$ cat src/rtl/sseg_pkg.sv
// sseg_pkg: shared scan-controller types, digit-count limits and width helper
package sseg_pkg;
  typedef enum logic [1:0] {OFF, SHOW, GAP} state_t;
  localparam int NUM_DIGITS_DEF = 4;
  localparam int MAX_DIGITS = 8;
  function automatic int max2(input int a, input int b);
    return a > b ? a : b;
  endfunction
endpackage

$ cat src/rtl/sseg_dwell_timer.sv
// sseg_dwell_timer: loadable down-counter whose done flags the last cycle (count 1)
module sseg_dwell_timer #(
  parameter int W = 4
) (
  input  logic         clk,
  input  logic         reset,
  input  logic         clear,
  input  logic         load,
  input  logic [W-1:0] load_val,
  input  logic         count,
  output logic         done
);
  logic [W-1:0] cnt;
  always_ff @(posedge clk) begin
    if (reset || clear) cnt <= '0;
    else if (load) cnt <= load_val;
    else if (count && cnt != '0) cnt <= cnt - W'(1);
  end
  assign done = cnt == W'(1);
endmodule

$ cat src/rtl/sseg_scan_ctrl.sv
// sseg_scan_ctrl: multiplexed digit scanner with frame-aligned shadow load; SSEG_SCAN_BLANK_EN adds leading-zero blanking
module sseg_scan_ctrl import sseg_pkg::*; #(
  parameter int NUM_DIGITS   = NUM_DIGITS_DEF,
  parameter int DWELL_CYCLES = 1000,
  parameter int GAP_CYCLES   = 2
) (
  input  logic                    clk,
  input  logic                    reset,
  input  logic                    enable,
  input  logic                    load_valid,
  output logic                    load_ready,
  input  logic [4*NUM_DIGITS-1:0] load_value,
  input  logic                    load_neg,
  output logic [NUM_DIGITS-1:0]   digit_en,
  output logic [3:0]              bcd,
  output logic                    neg,
  output logic                    blank,
  output logic                    frame_done
);
  localparam int IW = NUM_DIGITS > 1 ? $clog2(NUM_DIGITS) : 1;
  localparam int CW = $clog2(max2(DWELL_CYCLES, GAP_CYCLES) + 1);
  state_t state, nxt;
  logic [IW-1:0] idx, nxt_idx;
  logic [4*NUM_DIGITS-1:0] active_value, shadow_value, nxt_value;
  logic active_neg, active_valid, shadow_neg, shadow_full, nxt_neg;
  logic adv, wrap, copy, tload, tdone, skip;
  logic [CW-1:0] tval;
  logic [3:0] nib;
  assign load_ready = !shadow_full;
  sseg_dwell_timer #(.W(CW)) u_timer (
    .clk(clk),
    .reset(reset),
    .clear(nxt == OFF),
    .load(tload),
    .load_val(tval),
    .count(state != OFF),
    .done(tdone)
  );
  always_comb begin
    nxt = state;
    nxt_idx = idx;
    adv = 1'b0;
    tload = 1'b0;
    tval = CW'(DWELL_CYCLES);
    case (state)
      OFF: if (enable && active_valid) begin
        nxt = SHOW;
        tload = 1'b1;
      end
      SHOW: if (!enable) nxt = OFF;
      else if (tdone) begin
        if (GAP_CYCLES == 0) adv = 1'b1;
        else begin
          nxt = GAP;
          tload = 1'b1;
          tval = CW'(GAP_CYCLES);
        end
      end
      GAP: if (!enable) nxt = OFF;
      else if (tdone) adv = 1'b1;
      default: nxt = OFF;
    endcase
    wrap = adv && idx == IW'(NUM_DIGITS - 1);
    if (adv) begin
      nxt = SHOW;
      tload = 1'b1;
      nxt_idx = wrap ? '0 : idx + IW'(1);
    end
    if (nxt == OFF) nxt_idx = '0;
    copy = shadow_full && (state == OFF || wrap);
    nxt_value = copy ? shadow_value : active_value;
    nxt_neg = copy ? shadow_neg : active_neg;
    nib = '0;
    for (int i = 0; i < NUM_DIGITS; i++) nib = nxt_idx == IW'(i) ? nxt_value[4*i +: 4] : nib;
  end
`ifdef SSEG_SCAN_BLANK_EN
  logic [NUM_DIGITS-1:0] hz;
  logic z;
  // hz[i]: nibbles i..top are all zero
  always_comb begin
    z = 1'b1;
    hz = '0;
    for (int i = NUM_DIGITS - 1; i >= 0; i--) begin
      z = z && nxt_value[4*i +: 4] == 4'd0;
      hz[i] = z;
    end
  end
  assign skip = nxt_idx != '0 && hz[nxt_idx];
`else
  assign skip = 1'b0;
`endif
  always_ff @(posedge clk) begin
    if (reset) begin
      state <= OFF;
      idx <= '0;
    end else begin
      state <= nxt;
      idx <= nxt_idx;
    end
  end
  always_ff @(posedge clk) begin
    if (reset) begin
      active_value <= '0;
      active_neg <= 1'b0;
      active_valid <= 1'b0;
      shadow_value <= '0;
      shadow_neg <= 1'b0;
      shadow_full <= 1'b0;
      digit_en <= '0;
      bcd <= '0;
      neg <= 1'b0;
      blank <= 1'b0;
      frame_done <= 1'b0;
    end else begin
      if (copy) begin
        active_value <= shadow_value;
        active_neg <= shadow_neg;
        active_valid <= 1'b1;
        shadow_full <= 1'b0;
      end
      if (load_valid && load_ready) begin
        shadow_value <= load_value;
        shadow_neg <= load_neg;
        shadow_full <= 1'b1;
      end
      frame_done <= wrap;
      digit_en <= nxt == SHOW && !skip ? NUM_DIGITS'(1) << nxt_idx : '0;
      blank <= nxt == SHOW ? skip : nxt == GAP && blank;
      if (nxt == SHOW) begin
        bcd <= nib;
        neg <= nxt_neg;
      end
    end
  end
endmodule

$ cat config.mk
export PLATFORM = sky130hd
export DESIGN_NAME = sseg_scan_ctrl
export DESIGN_NICKNAME = d
export VERILOG_FILES = /design/src/rtl/sseg_pkg.sv /design/src/rtl/sseg_dwell_timer.sv /design/src/rtl/sseg_scan_ctrl.sv
export SDC_FILE = /design/constraint.sdc
export NUM_CORES = 1
export LEC_CHECK = 0
export BUFFER_PORTS_ARGS = -buffer_cell sky130_fd_sc_hd__buf_2
export CAP_MARGIN = 15
export CELL_PAD_IN_SITES_DETAIL_PLACEMENT = 0
export CELL_PAD_IN_SITES_GLOBAL_PLACEMENT = 1
export CORE_UTILIZATION = 43
export CTS_CLUSTER_DIAMETER = 40
export CTS_CLUSTER_SIZE = 40
export DETAILED_ROUTE_END_ITERATION = 10
export PLACE_DENSITY = 0.76
export SETUP_SLACK_MARGIN = 0.2
export SLEW_MARGIN = 20
export SYNTH_ARGS = -nofsm -noshare
export SYNTH_HDL_FRONTEND = slang
export SYNTH_SLANG_ARGS = --single-unit
$ cat constraint.sdc
create_clock -name clk -period 2.7 [get_ports clk]
set_clock_uncertainty 0.05 [all_clocks]
set_input_delay 0.135 -clock clk [delete_from_list [all_inputs] [get_ports clk]]
set_output_delay 0.135 -clock clk [all_outputs]
set_load 0.01 [all_outputs]
==> qor.yml, run 1 <==
placement:
  hpwl_um: 4460
  post-place-ws_ps: 53.2
  placed_cell_area_um2: 2960
  dp.cells: 410
  io_buffers: 32
  globalplace.congestion: 0.838
sta:
  max_freq_ghz: 0.410
  relSlewSlack_pct: 58.3
  tightest_slew_ps: 621
  setup_ws_ps: 262
  hold_ws_ps: 172
  setup_violations: 0
  finalSetupTns_ps: 0
  drv_slew: 0
  layout_min_cycle_time_ps: 2440
  fin_crit_sh_pct: 90.3
  final_hold_viol_count: 0
  rsz0062_at_grt: "false"
route:
  wl_met3_um: 189
  via_per_inst: 5.24
  wl_met1_um: 2880
  wl_um: 6360
  dr_total_vias: 2332
  drtAntennaViolNets: 0
  highest_layer: "met4"
  avgRoutedWirePerCell_um: 14.3
  dr_wl_met2_um: 3180
  drtIter0Drc: 114
  drc_errors: 0
  drt_pre_antenna_iters: 4
synthesis:
  synthTopCellsByCount: "61 x dfxtp_1, 45 x nand2_1, 32 x a21oi_1"
  avgSynthCellArea_um2: 8.83
  synth_nets: 335
  ys_types: 54
  synth_seq_area_share_pct: 44.6
  ys.warnings.count: 0
  synth_edf_count: 0
  yosysTopAreaCellShare_pct: 44.6
  synth_area_leaders: "dfxtp_1 45%, nand2_1 6.2%, a21oi_1 5.9%"
  async_reset_ff_share_pct: 0
  synth_ff_type: "dfxtp_1"
  synth_area_um2: 2740
  ys_ff_latch: 61
  synthCells: 310
  synth_most_common_cell: "dfxtp_1"
  synth_area_leader_cell: "dfxtp_1"
run:
  drv_cap: 0
power_and_ir_drop:
  power.density_nw_per_um2: 564
  max-vdd-ir-drop_uv: 418
  total_power_mw: 1.93
  p_leak_nw: 1.34
floorplanning:
  die_area_um2: 6690
  die_y_um: 81.8
  num_rows: 28
  die_w_um: 81.8
  start_util_pct: 45.4
  core_um2: 6030
  ios: 33
grt:
  grt_max_degree: 25
  grt_pass1_wl_um: 10200
  antenna_found_initial: 0
  grt_pass1_vias: 2235
  overflow: 0
  groute.usage.overall_pct: 20.7
clock_tree:
  root_buffer: "clkbuf_8"
  cts_made_buffers: 9
  cts_tree: "built"
  clk_pin_slew_ps: 70
  clock_sinks: 61
  insertion_delay_ps: 330
  htree_levels: 3
  ctsLongestPathBuffers: 2
layout:
  area_delta_synth_final_pct: 25.3
  fillers: 574
  seq_area_um2: 1220
  multiInputGateArea_um2: 1460
  fin_area_um2: 3430
  final_cells: 445
  num_antenna_cells: 0
  layout.nets: 390
  drive_above_1_share_pct: 22.7
  utilization_pct: 56.9
worst_setup_path:
  worstSetupStartpointType: "flop"
  path_class: "reg -> reg"
  worstPathMaxFanout: 6
  cpLargestDelayFamily: "simple AND/OR/NAND/NOR gates"
  end_kind: "flop"
  crit_chain: "inv_2 > ha_4 > or4b_4 > or4_4 > and3_4 > nor3_2 > o2111a_1 > a311oi_1"
  cp_slowest_stage_delay_ps: 550
  cp_data_arrival_time_ps: 2600
  path_buf_inv: 1
  crit_required_ps: 2860
  rrSetupSlack_ps: 260
  crit_slowest_cell: "or4_4"
status:
  status: "finished, final reports clean"
worst_hold_path:
  hold_class: "in -> reg"
==> worst min-delay path, stage by stage <==
cell and delay, ps:
buf_2 80, nor2b_1 170, a21oi_1 60, nor2_1 70
==> placed cells by master, fill, tap and decap left out, types with 2 or more instances in the layout <==
cell,n
xor2_1,3
nand2_1,44
nand4_1,3
or3_1,5
dlygate4sd3_1,17
nor2_4,2
o211ai_1,4
mux2_4,2
a21o_1,2
nor4_4,2
buf_2,32
ha_1,3
and2_1,2
nand3_1,9
or2_2,2
buf_4,8
a21oi_1,32
nor2b_1,9
a31oi_1,2
dfxtp_2,3
xnor2_1,3
or4_4,2
dfxtp_1,58
inv_1,3
mux2i_1,11
nand2_2,2
a21boi_0,4
o21ai_1,4
nor3_1,8
o221a_1,3
clkbuf_8,12
o21ai_0,8
nand3b_1,4
nor2_1,31
==> where the power goes <==
| group | internal, mW | switching [mW] | leakage, nW |
|---|---|---|---|
| Combinational | 0.0704 | 0.0788 | 0.737 |
| Sequential | 0.926 | 0.0136 | 0.497 |
| Clock | 0.501 | 0.343 | 0.106 |
==> kinds of logic after synthesis <==
kind of cell,after synthesis,share of synthesized area [%]
AO/OA/AOI/OAI,70,16.3
flip-flops,61,44.6
buffers and inverters,19,3.75
AND/OR/NAND/NOR,135,25.7
XOR/XNOR,6,1.92
multiplexers,15,5.94
adder cells (fa/ha/maj),4,1.83
==> per-layer routing <==
layer / GRT usage, % / vias up
li1: - / 1201
met1: 24.1 / 1080
met2: 36.1 / 39
met3: 5.89 / 12
met4: 6.67 / 0
met5: 0 / -
==> sequential cells by signal, summed over array words and instances, names as in the netlist <==
signal	count
active_valid	1
digit_en	4
active_value	16
frame_done	1
shadow_value	16
shadow_neg	1
idx	2
u_timer.cnt	10
shadow_full	1
active_neg	1
state	2
neg	1
blank	1
bcd	4
==> layout make-up <==
| type | count | area share [%] |
|---|---|---|
| multi-input cells | 230 | 42.6 |
| clock inverters | 3 | 1.24 |
| repair buffers | 59 | 12.3 |
| well taps | 75 | 2.74 |
| clock buffers | 13 | 4.93 |
| flip-flops and latches | 61 | 35.7 |
| inverters | 4 | 0.438 |
==> worst paths after layout <==
check / cells after the start / startpoint / to
worst max-delay path: 8 / u_timer.cnt[1] / bcd[2]
worst min-delay path: 4 / load_valid / shadow_full
worst max register to register: 8 / u_timer.cnt[1] / bcd[2]
worst min register to register: 2 / shadow_value[11] / shadow_value[11]
==> what timing repair did <==
action,4_1_cts,5_1_grt
buffers inserted,1,1
resized for setup,1,16
hold buffers,17,0
pin swaps,1,6
endpoints found under the hold margin,17,0
endpoints found under the setup margin,6,5
Power figures use the tool's default switching activity.
==> run 2: changes to the inputs <==
CORE_ASPECT_RATIO = 0.5   (was default)
==> run 2 against run 1 <==
Clock power grew 41%. Hold slack worse by 160 ps. Maximum frequency barely moved. Count of clock-buffer cells in the layout down 1. Largest cell class unchanged.
==> qor.yml, run 2 (synthesis results as in run 1) <==
status:
  status: "finished, final reports clean"
sta:
  drv_slew: 0
  layout_min_cycle_time_ps: 2440
  max_freq_ghz: 0.411
  finalSetupTns_ps: 0
  setup_violations: 0
  hold_ws_ps: 14.4
  relSlewSlack_pct: 43.2
  fin_crit_sh_pct: 90.2
  rsz0062_at_grt: "true"
  tightest_slew_ps: 852
  final_hold_viol_count: 0
clock_tree:
  cts_made_buffers: 9
  clk_pin_slew_ps: 50
  ctsLongestPathBuffers: 2
  insertion_delay_ps: 320
  htree_levels: 3
  root_buffer: "clkbuf_16"
  clock_sinks: 61
  cts_tree: "built"
grt:
  groute.usage.overall_pct: 20.8
  grt_pass1_vias: 2137
  grt_max_degree: 46
  overflow: 0
  grt_pass1_wl_um: 10400
  antenna_found_initial: 0
layout:
  num_antenna_cells: 0
  reg_top3: "active_value (16), shadow_value (16), u_timer.cnt (10)"
  layout.nets: 386
  drive_above_1_share_pct: 20.8
  mostFrequentLayoutCells: "59 x dfxtp_1, 45 x nand2_1, 32 x a21oi_1, 32 x buf_2, 31 x nor2_1"
  fillers: 598
  area_delta_synth_final_pct: 27.5
  final_cells: 454
  layout_commonest_cell: "dfxtp_1"
route:
  avgRoutedWirePerCell_um: 13.7
  drtAntennaViolNets: 0
  drtIter0Drc: 125
  drc_errors: 0
  wl_um: 6230
  via_per_inst: 5.20
  dr_total_vias: 2363
  drt_pre_antenna_iters: 4
floorplanning:
  start_util_pct: 44.8
  num_rows: 20
  die_w_um: 115
  core_um2: 6110
  die_y_um: 58.4
  die_area_um2: 6710
  ios: 33
worst_setup_path:
  crit_required_ps: 2890
  worstPathMaxFanout: 8
  rr_endpoint: "bcd[2]"
  r2r_start: "u_timer.cnt[1]"
  worstSetupStartpointType: "flop"
  path_class: "reg -> reg"
  end_kind: "flop"
  rrSetupSlack_ps: 260
  reg2regPathDepth: 8
  cp_data_arrival_time_ps: 2620
power_and_ir_drop:
  power.density_nw_per_um2: 652
  max-vdd-ir-drop_uv: 367
  p_leak_nw: 1.35
  total_power_mw: 2.27
worst_hold_path:
  hold_end: "shadow_value[6]"
  min_from: "load_value[6]"
  hold_class: "in -> reg"
  whs_path_depth: 3
run:
  drv_cap: 0
placement:
  globalplace.congestion: 0.838
  hpwl_um: 4350
  dp.cells: 420
  io_buffers: 32
-- run 2: worst max-delay path, stage by stage (launching register included) --
cell and delay, ps:
dfxtp_2 330, inv_2 80, ha_4 130, or4b_4 530, or4_4 550, and2_2 280, nand2_2 140, o21bai_1 70
a311oi_1 180
-- run 2: report_power, final --
group,total (mW),internal (mW),switching [mW]
clock,1.19,0.806,0.382
combinational,0.144,0.0665,0.0776
sequential,0.943,0.928,0.0150
-- run 2: cell type report --
type                       count  area (µm²)  area share, %
sequential                    61        1220           35.1
clock buffer                  12         236           6.78
timing repair buffer          55         373           10.7
multi-input combinational    230        1460           41.8
clock inverter                 4        72.6           2.08
tap                           88         110           3.16
inverter                       4        15.0          0.430
-- run 2: how the worst max path moves through the flow --
stage / to / depth (start not counted) / from
4_1_cts: bcd[2] / 8 / u_timer.cnt[1]
3_5_place_dp: bcd[2] / 8 / u_timer.cnt[1]
5_1_grt: bcd[2] / 8 / u_timer.cnt[1]
2_1_floorplan: bcd[2] / 10 / u_timer.cnt[1]
3_3_place_gp: bcd[1] / 9 / u_timer.cnt[1]
6_report: bcd[2] / 8 / u_timer.cnt[1]
-- run 2: timing repair --
| item | CTS | global route |
|---|---|---|
| pin swaps | 0 | 6 |
| setup endpoints to repair | 7 | 6 |
| resized for setup | 3 | 11 |
| hold buffers | 16 | 0 |
| hold endpoints to repair | 16 | 0 |
| setup buffers | 0 | 2 |
-- run 2: metal layers --
layer / GRT usage, % / wire (µm) / up-vias
met5: 0 / 0 / -
met4: 7.79 / 82 / 0
met3: 7.83 / 203 / 9
met2: 32.0 / 2710 / 35
met1: 26.9 / 3230 / 1125
li1: - / - / 1194
-- run 2: stage by stage --
step	area, µm²	util, %	setup slack, ps
after floorplan	2740	-	223
after global placement	2960	48.4	134
after detailed placement	2960	48.4	64.5
after CTS	3430	56.2	191
after global routing	3490	57.2	194
final	3490	57.2	265
